`config.mk`:
```
export PLATFORM = sky130hd
export DESIGN_NAME = lutram_err_counter
export DESIGN_NICKNAME = d
export VERILOG_FILES = /design/src/rtl/lutram_err_counter.sv
export SDC_FILE = /design/constraint.sdc
export NUM_CORES = 1
export LEC_CHECK = 0
export ABC_AREA = 0
export BUFFER_PORTS_ARGS = -buffer_cell sky130_fd_sc_hd__buf_2
export CAP_MARGIN = 25
export CORE_MARGIN = 2
export CORE_UTILIZATION = 25
export DETAILED_ROUTE_END_ITERATION = 16
export SYNTH_ARGS = -nofsm -noshare
export SYNTH_HDL_FRONTEND = slang
export SYNTH_SLANG_ARGS = --single-unit
```
`constraint.sdc`:
```
create_clock -name clk -period 2 [get_ports clk]
set_clock_uncertainty 0.05 [all_clocks]
set_input_delay 0.4 -clock clk [delete_from_list [all_inputs] [get_ports clk]]
set_output_delay 0.4 -clock clk [all_outputs]
set_load 0.01 [all_outputs]
```
`src/rtl/lutram_err_counter.sv`:
```
// lutram_err_counter: saturating mismatch counter with synchronous clear
// Ports: clk, rst (async, active-high), clr (sync clear, wins over inc), inc (count one), cnt (current value)
module lutram_err_counter #(
    parameter int W = 8
) (
    input  logic         clk,
    input  logic         rst,
    input  logic         clr,
    input  logic         inc,
    output logic [W-1:0] cnt
);
    always_ff @(posedge clk or posedge rst)
        if (rst) cnt <= '0;
        else if (clr) cnt <= '0;
        else if (inc && cnt != '1) cnt <= cnt + 1'b1;
endmodule

```
Yosys cells after proc, flatten, opt, wreduce, memory -nomap -nowiden
Index checks and enable logic that the tools add are counted.
{"block": "op_classes", "n_addsub": 1, "eq_ne": 1, "n_mux": 2, "n_reduce_logical": 2}
{"operator": "$mux W8", "n": 2}
{"operator": "$add A8 B1 Y8 const B", "n": 1}
{"operator": "$ne A8 B8 Y1 const B", "n": 1}
{"operator": "$reduce_bool A2 Y1", "n": 1}
{"operator": "$logic_and A1 B1 Y1", "n": 1}
{"block": "word_totals", "regBits": 8, "out_inout_bits": 8, "wordCells": 7}

Depth between registers and ports, before layout
{"block": "depth", "ltp_word": 4, "depth_mapped": 4, "ltp_nobuf": 4}

Least setup slack after synthesis
Ideal clock, no wire load.
{"block": "synth_timing", "path_kind": "register to register", "from": "reg cnt[0]", "to": "reg cnt[5]", "t_arrival_ps": 1463, "required_ps": 1825, "setup_slack_ps": 362, "stages_incl_launch_ff": 5, "n_path_buf": 0, "period_less_slack_ps": 1638, "cell_sequence": "dfrtp_1 > ha_1 > and3_1 > a211oi_2 > mux2_4"}
{"block": "synth_between", "elab_chain_cells": 3}
{"item": "start, declared", "line": "10", "source": "output logic [W-1:0] cnt"}
{"item": "start signal, assigned", "line": "15", "source": "else if (inc && cnt != '1) cnt <= cnt + 1'b1;"}
{"item": "$add A8 B1 Y8 or $ne A8 B8 Y1 (tied branches)", "line": "15"}
{"item": "$mux W8 or $logic_and A1 B1 Y1 (tied branches)", "line": "15"}
{"item": "$mux W8 or $reduce_bool A2 Y1 (tied branches)"}
Several ways; a longest one is shown, not always the timed one. The select of a mux whose other input is x is not followed.
A chain may end at the register's enable or synchronous reset.

Final worst setup path
Same ends and word-level chain as after synthesis.

==> results.txt <==
----------------------------------------------------
[Detailed routing]
  Remaining antenna violation count ... 0
  Residual DRC ... 0
  Via/cell ratio ... 4.64
  Initial detailed-routing violation count ... 10
  Average routed wire per standard cell ... 11.1 um
  Count of TritonRoute iterations in the first routing pass ... 4
  Routed wire length ... 977 um
  DR vias ... 408

[Synth]
  Avg Inst Size Synth ... 10.3 sq um
  Adder-cell area share of the yosys netlist ... 0.0248
  Leading post-synthesis cells by cell area ... sky130_fd_sc_hd__dfrtp_1 (40%), sky130_fd_sc_hd__mux2_4 (12%), sky130_fd_sc_hd__nor2b_1 (5.0%), sky130_fd_sc_hd__a21oi_2 (3.5%), sky130_fd_sc_hd__nand2_1 (3.0%)
  Dominant combinational cell family by area after synthesis ... simple AND/OR/NAND/NOR gates
  Ys flop type ... sky130_fd_sc_hd__dfrtp_1
  Gate count after technology mapping ... 49
  Synth async-reset ratio ... 1.00
  Xor-xnor portion of the synthesized cell area ... 0
  Fraction of synthesized cell area taken by the top area cell type ... 0.397
  Number of storage elements in the synthesis netlist ... 8
  Post-synthesis net count ... 54
  Post-synthesis mux area share ... 0.139
  Simple logic cell fraction of the synthesized area ... 0.238
  Number of warning messages in the yosys log ... 0
  Area fraction in compound gates after synthesis ... 0.156
  Number of enable flip-flop cells after synthesis ... 0
  Total standard cell area after synthesis ... 504 sq um
  Cell type with the largest total area after synthesis ... sky130_fd_sc_hd__dfrtp_1
  Unique cell type count in the Yosys netlist ... 25
  Share of synthesized area occupied by flip-flops and latches ... 0.397

[Flow run]
  Number of max-cap violations ... 0

[Placement]
  Routability-driven placement congestion ratio ... 0.797
  Cell count after placement ... 85
  HPWL after detailed placement ... 777 um
  Placement Setup Slack ... 0.338 ns
  Placement Cell Area ... 578 sq um
  IO Port Bufs ... 11

[Clock network]
  Sinks on Clock Net ... 8
  CTS root buf ... sky130_fd_sc_hd__clkbuf_4
  Clock latency on the worst-skew pair ... 0.26 ns
  Max Root-Sink Buffers ... 2
  Count of buffers added by post-CTS timing repair for setup ... 0
  Number of buffers created by CTS ... 3
  Clock transition at the register clock pins on the worst setup and hold paths after CTS ... 0.06 ns
  Cts-stage hold buffer count ... 0
  Number of cells upsized or downsized after cts ... 0
  Clock H-tree levels ... 1
  TritonCTS clock tree ... yes

[Layout]
  Max reg flops ... 8
  Share of cells above drive strength 1 ... 0.361
  Final #Nets ... 68
  Area delta synth->final ... 19.1%
  Reg with most FFs ... cnt
  Final non-filler cell area ... 601 sq um
  Ant. Diodes ... 0
  Most common library cell in the layout ignoring fill and taps ... sky130_fd_sc_hd__buf_2
  Fill cell total of the finished layout ... 219
  Final non-filler cell total ... 88
  Most used cells in the layout excluding fill and tap cells ... sky130_fd_sc_hd__buf_2 (11), sky130_fd_sc_hd__dfrtp_1 (8)
  Leading registers by flop count ... cnt: 8 flops

[Timing]
  RSZ-0062 raised after global routing ... no
  Number of pins with negative max-slew slack in the final report ... 0
  Total setup violations reported at the end of the flow ... 0
  Slew of the pin with the lowest slew margin ... 0.313 ns
  Setup TNS ... 0 ns
  Fin. Hold Viols ... 0
  Worst Slack Setup Final ... 0.331 ns
  Clock period minus final worst setup slack ... 1.67 ns
  Post-route clock period utilization ... 0.835
  Max Freq ... 599 MHz
  Max-slew headroom at the worst pin ... 0.791

[Pwr]
  Int Pwr ... 249 uW
  Leakage ... 0.000302 uW
  Fraction of power consumed by sequential logic ... 0.524
  Part of the total power dissipated in combinational logic ... 0.098
  Worst supply voltage drop on vdd ... 0.258 mV
  Switching Power ... 76.5 uW
  Areal power density over the cells ... 541 nW/um^2
  Fraction of power spent switching nets ... 0.235
  Relative contribution of the clock network to total power ... 0.378

[Setup path]
  Critical Path Source Type ... flip-flop
  CP Capture Type ... flip-flop
  Crit path cell chain ... ha_1 -> and3_1 -> a211oi_2 -> mux2_4
  Delay of the slowest critical-path stage ... 0.41 ns
  Slowest library cell on the worst path ... sky130_fd_sc_hd__dfrtp_1
  Data arrival, critical path ... 1.76 ns
  Critical Setup Path Class ... flip-flop to flip-flop
  Biggest fanout along the worst timing path ... 5
  Crit path required time ... 2.09 ns

[Global route]
  Wire length of the first global-routing pass ... 1.74 mm
  GR Util All Layers ... 0.0989
  Pin count of the biggest net entering global routing ... 11
  Number of antenna violations at the first check in global routing ... 0
  Via count of the first global-routing pass ... 384
  Remaining Overflow, GRT ... 0

[Die]
  Core Region ... 1920 sq um
  Horiz. Die Dim ... 48.9 um
  Total I/O pin count ... 12
  Area enclosed by the die boundary ... 2390 sq um
  Initial core utilization ... 0.262
  Die Ht ... 48.9 um
  Number of rows created at floorplan ... 16

[Min path]
  Hold crit path type ... input pin to async pin

[Outcome]
  Outcome ... finished clean

----------------------------------------------------
==> synth_stat cells (2+ instances only) <==
master	instances
sky130_fd_sc_hd__a21oi_1	2
sky130_fd_sc_hd__a21oi_2	2
sky130_fd_sc_hd__dfrtp_1	8
sky130_fd_sc_hd__inv_1	2
sky130_fd_sc_hd__mux2_4	4
sky130_fd_sc_hd__nand2_1	4
sky130_fd_sc_hd__nand3_1	2
sky130_fd_sc_hd__nand4_1	2
sky130_fd_sc_hd__nor2_1	4
sky130_fd_sc_hd__nor2b_1	4
==> per-layer routing <==
layer | global-route usage | vias up | part of all wire
met2 | 0.139 | 15 | 0.47
met5 | 0 | - | 0
met1 | 0.113 | 189 | 0.45
met3 | 0.0521 | 2 | 0.053
li1 | - | 202 | -
met4 | 0.0714 | 0 | 0.028
==> area by class of cell <==
class | instances | area [sq um] | area share
multi-input combinational | 37 | 282 | 0.469
timing repair buffer | 11 | 55.1 | 0.0917
sequential | 8 | 200 | 0.333
clock buffer | 3 | 22.5 | 0.0375
tap | 27 | 33.8 | 0.0563
inverter | 2 | 7.51 | 0.0125
==> worst paths after layout <==
kind                        start      to  slack, ns  cells past startpoint
min                           rst  cnt[3]       0.03                      2
min in group clk              clr  cnt[2]       0.41                      2
max in group asynchronous     rst  cnt[1]       1.63                      2
max                        cnt[0]  cnt[5]       0.33                      4
min reg2reg                cnt[1]  cnt[1]       0.51                      2
max reg2reg                cnt[0]  cnt[5]       0.33                      4
==> kinds of logic after synthesis <==
logic type | count (synthesis)
multiplexers | 5
AND/OR/NAND/NOR | 22
buffers and inverters | 4
AO/OA/AOI/OAI | 9
adder cells (fa/ha/maj) | 1
flip-flops | 8
==> power groups by stage <==
stage	Clock, uW	Combinational (uW)	Sequential [uW]
after floorplan	0	19.1	175
after global placement	0	32.2	173
after detailed placement	0	32.5	173
after CTS	128	32.8	170
after global routing	133	36.1	171
final	123	32.0	170
==> metrics by stage <==
| step | hold WS [ns] | util | power [uW] |
|---|---|---|---|
| 6_report | 0.0295 | 0.313 | 325 |
| 3_3_place_gp | 0.317 | 0.301 | 205 |
| 5_1_grt | 0.0535 | 0.313 | 340 |
| 3_5_place_dp | 0.316 | 0.301 | 206 |
| 4_1_cts | 0.0401 | 0.313 | 331 |
| 2_1_floorplan | 0.166 | - | 194 |
==> worst max-delay path: cells and delay by family (launching register included) <==
kind / cells / cell delay (ns)
flops: 1 / 0.41
mux: 1 / 0.32
fa+ha+maj: 1 / 0.26
compound gates: 1 / 0.26
simple gates: 1 / 0.25
(Power assumes the default switching activity.)
